$ cat src/rtl/sap_fetch_sequencer.sv
// SAP fetch sequencer: PC, MAR, IR, MDR and one-hot T1..T6 ring counter driving the program ROM.
// Optional feature: define SAP_JMP_EN to make opcode 4'h3 a JMP (pc <= operand in T4).
//
// state | meaning
// T1    | MAR <= pc
// T2    | pc <= pc + 1
// T3    | ROM read, IR <= rom_data at end of cycle
// T4    | mem-ref: MAR <= operand; HLT: freeze here; JMP (optional): pc <= operand
// T5    | mem-ref: ROM read, mdr <= rom_data at end of cycle
// T6    | idle, next cycle starts the following instruction
module sap_fetch_sequencer #(
   parameter int ADDR_W = 4,
   parameter int DATA_W = 8
) (
   input  logic                     clk,
   input  logic                     low_rst,
   input  logic                     run,
   input  logic [DATA_W-1:0]        rom_data,
   output logic [ADDR_W-1:0]        rom_addr,
   output logic                     low_rom_o_en,
   output logic [ADDR_W-1:0]        pc,
   output logic [DATA_W-ADDR_W-1:0] opcode,
   output logic [ADDR_W-1:0]        operand,
   output logic [DATA_W-1:0]        mdr,
   output logic [5:0]               tstate,
   output logic                     halted
);

   localparam int OP_W = DATA_W - ADDR_W;

   localparam logic [OP_W-1:0] OP_LDA   = OP_W'(4'h0);
   localparam logic [OP_W-1:0] OP_ADD   = OP_W'(4'h1);
   localparam logic [OP_W-1:0] OP_SUB   = OP_W'(4'h2);
   localparam logic [OP_W-1:0] OP_OUT_M = OP_W'(4'hE);
   localparam logic [OP_W-1:0] OP_HLT   = OP_W'(4'hF);
`ifdef SAP_JMP_EN
   localparam logic [OP_W-1:0] OP_JMP   = OP_W'(4'h3);
`endif

   typedef enum logic [5:0] {
      T1 = 6'b000001,
      T2 = 6'b000010,
      T3 = 6'b000100,
      T4 = 6'b001000,
      T5 = 6'b010000,
      T6 = 6'b100000
   } tstate_t;

   tstate_t             state;
   logic [ADDR_W-1:0]   mar;
   logic [DATA_W-1:0]   ir;
   logic                mem_ref;

   assign opcode   = ir[DATA_W-1:ADDR_W];
   assign operand  = ir[ADDR_W-1:0];
   assign rom_addr = mar;
   assign tstate   = state;

   assign mem_ref = (opcode == OP_LDA) || (opcode == OP_ADD) ||
                    (opcode == OP_SUB) || (opcode == OP_OUT_M);

   // ROM is enabled only in the two read slots; opcode is already the new IR by T5.
   assign low_rom_o_en = ~((state == T3) || ((state == T5) && mem_ref));

   always_ff @(posedge clk) begin
      if (!low_rst) begin
         state  <= T1;
         pc     <= '0;
         mar    <= '0;
         ir     <= '0;
         mdr    <= '0;
         halted <= 1'b0;
      end else if (run && !halted) begin
         unique case (state)
            T1: begin
               mar   <= pc;
               state <= T2;
            end
            T2: begin
               pc    <= pc + ADDR_W'(1);
               state <= T3;
            end
            T3: begin
               ir    <= rom_data;
               state <= T4;
            end
            T4: begin
               if (mem_ref) begin
                  mar <= operand;
               end
`ifdef SAP_JMP_EN
               if (opcode == OP_JMP) begin
                  pc <= operand;
               end
`endif
               if (opcode == OP_HLT) begin
                  halted <= 1'b1;
               end else begin
                  state <= T5;
               end
            end
            T5: begin
               if (mem_ref) begin
                  mdr <= rom_data;
               end
               state <= T6;
            end
            T6: begin
               state <= T1;
            end
            default: begin
               state <= T1;
            end
         endcase
      end
   end

endmodule

$ cat config.mk
export PLATFORM = sky130hd
export DESIGN_NAME = sap_fetch_sequencer
export DESIGN_NICKNAME = d
export VERILOG_FILES = /design/src/rtl/sap_fetch_sequencer.sv
export SDC_FILE = /design/constraint.sdc
export NUM_CORES = 1
export LEC_CHECK = 0
export CORE_MARGIN = 2
export CORE_UTILIZATION = 35
export DETAILED_ROUTE_END_ITERATION = 10
export GPL_TIMING_DRIVEN = 0
export PLACE_DENSITY = 0.72
export SLEW_MARGIN = 20
export SYNTH_ARGS = -nofsm -noshare
export SYNTH_HDL_FRONTEND = slang
export SYNTH_SLANG_ARGS = --single-unit
export TNS_END_PERCENT = 30
$ cat constraint.sdc
create_clock -name clk -period 2.7 [get_ports clk]
set_clock_uncertainty 0.05 [all_clocks]
set_input_delay 0.54 -clock clk [delete_from_list [all_inputs] [get_ports clk]]
set_output_delay 0.54 -clock clk [all_outputs]
set_load 0.03 [all_outputs]
==> impl_metrics.tcl, run 1 <==
set metrics [dict create \
    finalCritPeriodShare_pct 95.5 \
    grt_max_degree 11 \
    numPortBuffers 41 \
    worstPathRequired_ns 2.11 \
    ys_warn_count 0 \
    power.total_mw 1.01 \
    initialDrtViolationCount 45 \
    met2_length_mm 1.52 \
    overflow 0 \
    drv_cap 0 \
    dp_hpwl_mm 2.48 \
    r2r_cells 6 \
    synth-seq-area-share_pct 44.4 \
    io_pins 43 \
    synth_cells 144 \
    antenna_cells 0 \
    cts_tree "built" \
    status "completed" \
    r2r-start "tstate[0]" \
    min_period_ns 2.58 \
    worst_pin_slew_ns 0.769 \
    layout.cells.non_filler 241 \
    maxSlewViolCount 0 \
    clk_latency_ns 0.29 \
    die_x_um 67.2 \
    grt_pass1_vias 1202 \
    place_area_um2 1870 \
    syn-num-nets 156 \
    crit_end "low_rom_o_en" \
    vdd_drop_max_uv 338 \
    route.detailed.wl_per_inst_um 13.7 \
    worstSetupPathType "reg -> out" \
    drive_gt1_share_pct 8.29 \
    htree_levels 2 \
    endpoint_kind "output port" \
    die_area_um2 4510 \
    rows 22 \
    num_vias 1245 \
    ys_ff_latch 31 \
    vias_per_cell 5.17 \
    cts_inserted_buffers 5 \
    holdCritPathClass "reg -> reg" \
    ant_nets 0 \
    core_um2 3740 \
    track_usage_pct 16.1 \
    power.density_nw_per_um2 514 \
    hold_buffers 0 \
    slew_headroom_pct 48.5 \
    cts_root_buf "clkbuf_8" \
    num-nets-final 204 \
    mostFrequentLayoutCells "clkdlybuf4s50_1, dfxtp_1, nand2_1, mux2i_1, nor2b_1" \
    die_h_um 67.2 \
    setup_viol 0 \
    rsz0062_at_grt "false" \
    drt-total-wl_mm 3.31 \
    highest_layer "met4" \
    firstDrtPassIters 4 \
    critPathLaunchType "register" \
    cp_max_fo 7 \
    max_freq_mhz 388 \
    cts.sinks 31 \
    gp_congestion 0.827 \
    clk_path_buf_depth 2 \
    placed_cells_incl_taps 233 \
    area_growth_pct 40.7 \
    reg2reg_setup_slack_ns 0.58 \
    final_common_cell "clkdlybuf4s50_1" \
    arrival_ns 1.99 \
    synth_cell_type_count 35 \
    fillers 350 \
    wl_met1_mm 1.55 \
    antenna_found_initial 0 \
    final.setup.tns_ns 0 \
    fin_util_pct 52.5 \
    grt_pass1_wl_mm 5.47 \
    cp-startpoint "tstate[0]" \
    p_leak_nw 0.761 \
    timing.rr.end "ir[4]" \
    hold_viol 0 \
    route.detailed.drc 0 \
    syn_avg_cell_area_um2 9.71 \
    netlist_area_um2 1400 \
    met3_length_um 214 \
    stdcell_area_um2 1970 \
    initial_core_util_pct 37.3 \
    path_clk_slew_ns 0.06 \
]
[kinds of logic (layout without fill, tap and decap cells)]
kind of cell,after synthesis,in the layout,synth area share [%]
AOI/OAI and AO/OA,28,28,16.1
xor gates and xnor gates,2,2,1.25
adders and majority gates,1,1,0.895
buffers and inverters,9,58,3.04
DFF,31,31,44.4
muxes,18,18,12.9
and+or+nand+nor,55,55,21.4
[layout make-up]
| type | count | area (um^2) | share of cell area (%) |
|---|---|---|---|
| plain buffers | 7 | 35.0 | 1.78 |
| clock buffers | 8 | 100 | 5.09 |
| inverters | 2 | 7.51 | 0.382 |
| multi-input cells | 104 | 734 | 37.3 |
| flip-flops and latches | 31 | 621 | 31.6 |
| well taps | 48 | 60.1 | 3.05 |
| repair buffers | 41 | 409 | 20.8 |
[worst min-delay path by stage]
stage,startpoint,to,slack (ns),cells after the start
6_report,mdr[1],mdr[1],0.42,2
5_1_grt,mdr[5],mdr[5],0.44,2
3_5_place_dp,mdr[4],mdr[4],0.41,2
3_3_place_gp,mdr[4],mdr[4],0.40,2
2_1_floorplan,mdr[0],mdr[0],0.53,2
4_1_cts,mdr[4],mdr[4],0.42,2
[where the power goes]
group,leakage (nW),internal [mW],total (mW),switching (mW)
logic,0.458,0.0613,0.128,0.0672
clock network,0.0515,0.232,0.402,0.170
registers,0.251,0.469,0.480,0.0109
total,0.761,0.762,1.01,0.248
[registers in the layout (all words and copies together) (netlist names)]
name	count
mdr	8
halted	1
pc	4
rom_addr	4
ir	8
tstate	6
[worst max-delay path, cell delays in order (launching register included)]
cell and delay, ns:
dfxtp_1 0.37, or4_1 0.53, buf_2 0.17, o32a_1 0.28, dlygate4sd2_1 0.35
[synthesized netlist by cell type]
master     instances  area share [%]
dfxtp_1           31              44
nand2_1           19             5.1
mux2i_1           18              13
nor2b_1           12             5.4
a21o_1             5             2.7
clkbuf_1           5             1.3
and2_1             4             1.8
o21a_1             4             2.1
o221a_2            4             3.2
a21boi_0           3             1.6
a21oi_1            3             1.1
nand3_1            3             1.1
nor2_1             3            0.81
nor4_1             3             1.3
inv_1              2            0.54
nand2b_1           2            0.90
nand4_1            2            0.90
o21ai_0            2            0.72
o311ai_0           2             1.3
xnor2_1            2             1.3
a211oi_1           1            0.54
and4b_1            1            0.72
buf_2              1            0.36
buf_6              1            0.81
ha_1               1            0.90
nand3b_1           1            0.54
nor3_1             1            0.36
nor3_2             1            0.72
o2111ai_1          1            0.63
o2bb2ai_1          1            0.63
o31ai_2            1            0.90
o32a_1             1            0.72
or3_1              1            0.45
or4_1              1            0.54
or4_4              1            0.81
[metrics by stage]
step	hold WS, ns	worst slack, ns
floorplan	0.532	0.585
global placement	0.397	0.197
detailed placement	0.405	0.205
CTS	0.419	0.116
global route	0.438	0.0425
finish	0.416	0.120
[layer usage]
layer  GRT usage, %  vias to the layer above
met4           3.83                        0
met1           19.7                      586
met2           26.4                       41
met3           6.83                        4
li1               -                      614
met5              0                        -
[repair_timing]
item                                   CTS  global route
endpoints found under the hold margin    0             0
gates resized for setup                  1             0
buffers inserted                         0             0
setup endpoints to repair                1             0
Note: power is estimated with default switching activity, not from simulation.
==> inputs of run 2 (changes only) <==
CTS_BUF_LIST = sky130_fd_sc_hd__clkbuf_4 sky130_fd_sc_hd__clkbuf_8   (was not set)
SETUP_SLACK_MARGIN = 0.4   (was not set)
==> impl_metrics.tcl, run 2 (synthesized netlist as in run 1, its figures left out) <==
set metrics [dict create \
    status "completed" \
    final_common_cell "clkdlybuf4s50_1" \
    route.detailed.drc 0 \
    cts.sinks 31 \
    place_area_um2 1870 \
    r2r_cells 7 \
    placed_cells_incl_taps 233 \
    io_pins 43 \
    p_leak_nw 0.788 \
    drt-total-wl_mm 3.39 \
    stdcell_area_um2 2020 \
    timing.rr.end "ir[4]" \
    worstPathRequired_ns 2.11 \
    layout.cells.non_filler 244 \
    setup_viol 0 \
    use_met1_pct 20.3 \
    holdCritPathClass "reg -> reg" \
    vias_per_cell 5.14 \
    crit_end "low_rom_o_en" \
    drive_gt1_share_pct 12.8 \
    htree_levels 2 \
    critPathLaunchType "register" \
    antenna_cells 0 \
    fin_ws_ns 0.388 \
    worstSetupPathType "reg -> out" \
    firstDrtPassIters 4 \
    grt_pass1_wl_mm 5.64 \
    die_x_um 67.2 \
    overflow 0 \
    reg2reg_setup_slack_ns 0.51 \
    drv_cap 0 \
    power.total_mw 1.03 \
    rsz0062_at_grt "true" \
    clk_latency_ns 0.28 \
    cts_root_buf "clkbuf_8" \
    initialDrtViolationCount 34 \
    slew_headroom_pct 48.3 \
    grt_use_met3_pct 6.83 \
    maxSlewViolCount 0 \
    hold_buffers 0 \
    initial_core_util_pct 37.3 \
    max_freq_mhz 432 \
    track_usage_pct 16.6 \
    hold_viol 0 \
    area_growth_pct 44.5 \
    cp_max_fo 6 \
    ant_nets 0 \
    power.density_nw_per_um2 511 \
    num-nets-final 207 \
    dp_hpwl_mm 2.48 \
    die_area_um2 4510 \
    finalCritPeriodShare_pct 85.6 \
    rows 22 \
    fin_util_pct 53.9 \
    route.detailed.wl_per_inst_um 13.9 \
    die_h_um 67.2 \
    gp_congestion 0.827 \
    path_clk_slew_ns 0.07 \
    grt_pass1_vias 1233 \
    vdd_drop_max_uv 344 \
    final.setup.tns_ns 0 \
    endpoint_kind "output port" \
    antenna_found_initial 0 \
    num_vias 1254 \
    whs_ns 0.415 \
    r2r-start "tstate[0]" \
    place_ws_ns 0.205 \
    worst_pin_slew_ns 0.771 \
    grt_most_used_layer "met2" \
    cts_tree "built" \
    numPortBuffers 41 \
    clk_path_buf_depth 2 \
    cp-startpoint "tstate[0]" \
    core_um2 3740 \
    mostFrequentLayoutCells "clkdlybuf4s50_1, dfxtp_1, nand2_1, mux2i_1, nor2b_1" \
    grtUsageMet2_pct 27.2 \
    min_period_ns 2.31 \
    grt_max_degree 11 \
    arrival_ns 1.72 \
    cts_inserted_buffers 5 \
]
==> run 2: timing repair <==
action,in CTS,in global routing
gates cloned,0,0
gates resized for setup,14,1
buffers inserted,3,0
endpoints found under the hold margin,0,0
endpoints found under the setup margin,1,6
==> run 2: critical path, stage by stage, from the launching register on <==
cell and delay (ns):
dfxtp_4 0.34, buf_4 0.15, nor4_1 0.33, nand3_1 0.24, o32a_1 0.24, buf_6 0.14
==> run 2: layout make-up <==
| cell class | instances | area [um^2] |
|---|---|---|
| tap | 48 | 60.1 |
| buffer | 7 | 41.3 |
| clock buffer | 8 | 104 |
| timing repair buffer | 44 | 434 |
| fill | 339 | 1720 |
| inverter | 2 | 7.51 |
| sequential | 31 | 628 |
| multi-input combinational | 104 | 744 |
==> run 2: how the worst min path moves through the flow <==
stage	start	end	slack [ns]	cells past startpoint
floorplan	mdr[0]	mdr[0]	0.53	2
global placement	mdr[4]	mdr[4]	0.40	2
detailed placement	mdr[4]	mdr[4]	0.41	2
CTS	mdr[4]	mdr[4]	0.42	2
global route	mdr[5]	mdr[5]	0.44	2
finish	mdr[1]	mdr[1]	0.41	2
==> run 2: where the power goes <==
part	internal, mW	switching, mW	leakage [nW]	total, mW
logic	0.0699	0.0732	0.482	0.143
clock network	0.242	0.169	0.0549	0.412
registers	0.469	0.00783	0.252	0.476
==> run 2: metal layers <==
layer / routed length [um] / up-vias
met4: 0 / 0
met1: 1550 / 591
li1: - / 618
met5: 0 / -
met2: 1610 / 45
met3: 232 / 0
==> inputs of run 3 (changes only) <==
SETUP_SLACK_MARGIN = not set   (was 0.4)
==> impl_metrics.tcl, run 3 (synthesized netlist as in run 1, its figures left out) <==
set metrics [dict create \
    status "completed" \
    num-nets-final 204 \
    initial_core_util_pct 37.3 \
    ant_nets 0 \
    htree_levels 2 \
    p_sw_share_pct 24.4 \
    postCtsSetupRepairBufs 0 \
    initialDrtViolationCount 49 \
    gp_congestion 0.827 \
    final_common_cell "clkdlybuf4s50_1" \
    die_area_um2 4510 \
    arrival_ns 1.99 \
    io_pins 43 \
    clk_path_buf_depth 2 \
    worstSetupPathType "reg -> out" \
    p_comb_share_pct 12.6 \
    final.setup.tns_ns 0 \
    path_clk_slew_ns 0.06 \
    cts_root_buf "clkbuf_8" \
    route.detailed.drc 0 \
    clk_latency_ns 0.29 \
    crit_path_max_incr_delay_ns 0.53 \
    rsz0062_at_grt "false" \
    track_usage_pct 16.1 \
    grt_max_degree 11 \
    power.density_nw_per_um2 519 \
    route.detailed.wl_per_inst_um 13.8 \
    overflow 0 \
    worstPathRequired_ns 2.11 \
    mostFrequentLayoutCells "clkdlybuf4s50_1, dfxtp_1, nand2_1, mux2i_1, nor2b_1" \
    slew_headroom_pct 48.5 \
    drv_cap 0 \
    maxSlewViolCount 0 \
    holdCritPathClass "reg -> reg" \
    vdd_drop_max_uv 338 \
    firstDrtPassIters 4 \
    drt-total-wl_mm 3.31 \
    path_cells "or4_1 > buf_2 > o32a_1 > dlygate4sd2_1" \
    critPathLaunchType "register" \
    power.switching_uw 250 \
    cts_inserted_buffers 5 \
    area_growth_pct 41.0 \
    num_vias 1245 \
    cts_tree "built" \
    slowest_stage "or4_1" \
    hold_viol 0 \
    worst_pin_slew_ns 0.769 \
    grt_pass1_wl_mm 5.47 \
    fin_util_pct 52.6 \
    cts.sinks 31 \
    grt_pass1_vias 1200 \
    rows 22 \
    die_h_um 67.2 \
    antenna_found_initial 0 \
    p_clk_share_pct 40.5 \
    drive_gt1_share_pct 8.81 \
    cp_max_fo 7 \
    antenna_cells 0 \
    core_um2 3740 \
    intPower_uw 772 \
    min_period_ns 2.58 \
    setup_viol 0 \
    endpoint_kind "output port" \
    finalCritPeriodShare_pct 95.5 \
    max_freq_mhz 388 \
    vias_per_cell 5.17 \
    seqPwrFrac_pct 46.9 \
    die_x_um 67.2 \
    dp_hpwl_mm 2.48 \
    p_leak_nw 0.764 \
    numPortBuffers 41 \
]
-- run 3: cell type report --
cell class / instances / area, um^2
well taps: 48 / 60.1
repair buffers: 41 / 409
fillers: 350 / 1770
clock buffers: 8 / 104
inverters: 2 / 7.51
multi-input cells: 104 / 734
plain buffers: 7 / 35.0
flip-flops and latches: 31 / 621
-- run 3: critical path: cells and delay by family (launching register included) --
| family | cells | cell delay, ns |
|---|---|---|
| AOI/OAI and AO/OA | 1 | 0.28 |
| buffers and inverters | 2 | 0.52 |
| and+or+nand+nor | 1 | 0.53 |
| DFF | 1 | 0.37 |
-- run 3: final timing paths --
| kind | endpoint | slack, ns | cells past startpoint | start |
|---|---|---|---|---|
| worst min-delay path | mdr[1] | 0.42 | 2 | mdr[1] |
| worst min register to register | mdr[1] | 0.42 | 2 | mdr[1] |
| worst max register to register | ir[4] | 0.58 | 6 | tstate[0] |
| worst max-delay path | low_rom_o_en | 0.12 | 4 | tstate[0] |
-- run 3: what timing repair did --
item / 4_1_cts / 5_1_grt
gates resized for setup: 1 / 0
endpoints found under the setup margin: 1 / 0
hold buffers: 0 / 0
endpoints found under the hold margin: 0 / 0
-- run 3: per-layer routing --
layer	global-route usage (%)	vias up	share of wire (%)
li1	-	613	-
met2	26.4	41	46
met5	0	-	0
met4	3.83	0	0.78
met1	19.7	587	47
met3	6.83	4	6.5
-- run 3: metrics by stage --
stage	instance area (um^2)	hold WS (ns)	total power, mW	setup WS [ns]	std cells
final	1970	0.416	1.02	0.120	241
after global routing	1970	0.438	1.06	0.0425	241
after CTS	1970	0.419	1.03	0.116	241
after detailed placement	1870	0.405	0.618	0.205	233
after global placement	1870	0.397	0.616	0.197	233
after floorplan	1400	0.532	0.566	0.585	144
-- run 3: power by group through the flow --
stage | sequential, mW | combinational (mW) | clock, mW
final | 0.479 | 0.128 | 0.414
after global routing | 0.481 | 0.138 | 0.445
after CTS | 0.479 | 0.129 | 0.420
after detailed placement | 0.489 | 0.129 | 0
after global placement | 0.489 | 0.127 | 0
after floorplan | 0.509 | 0.0571 | 0
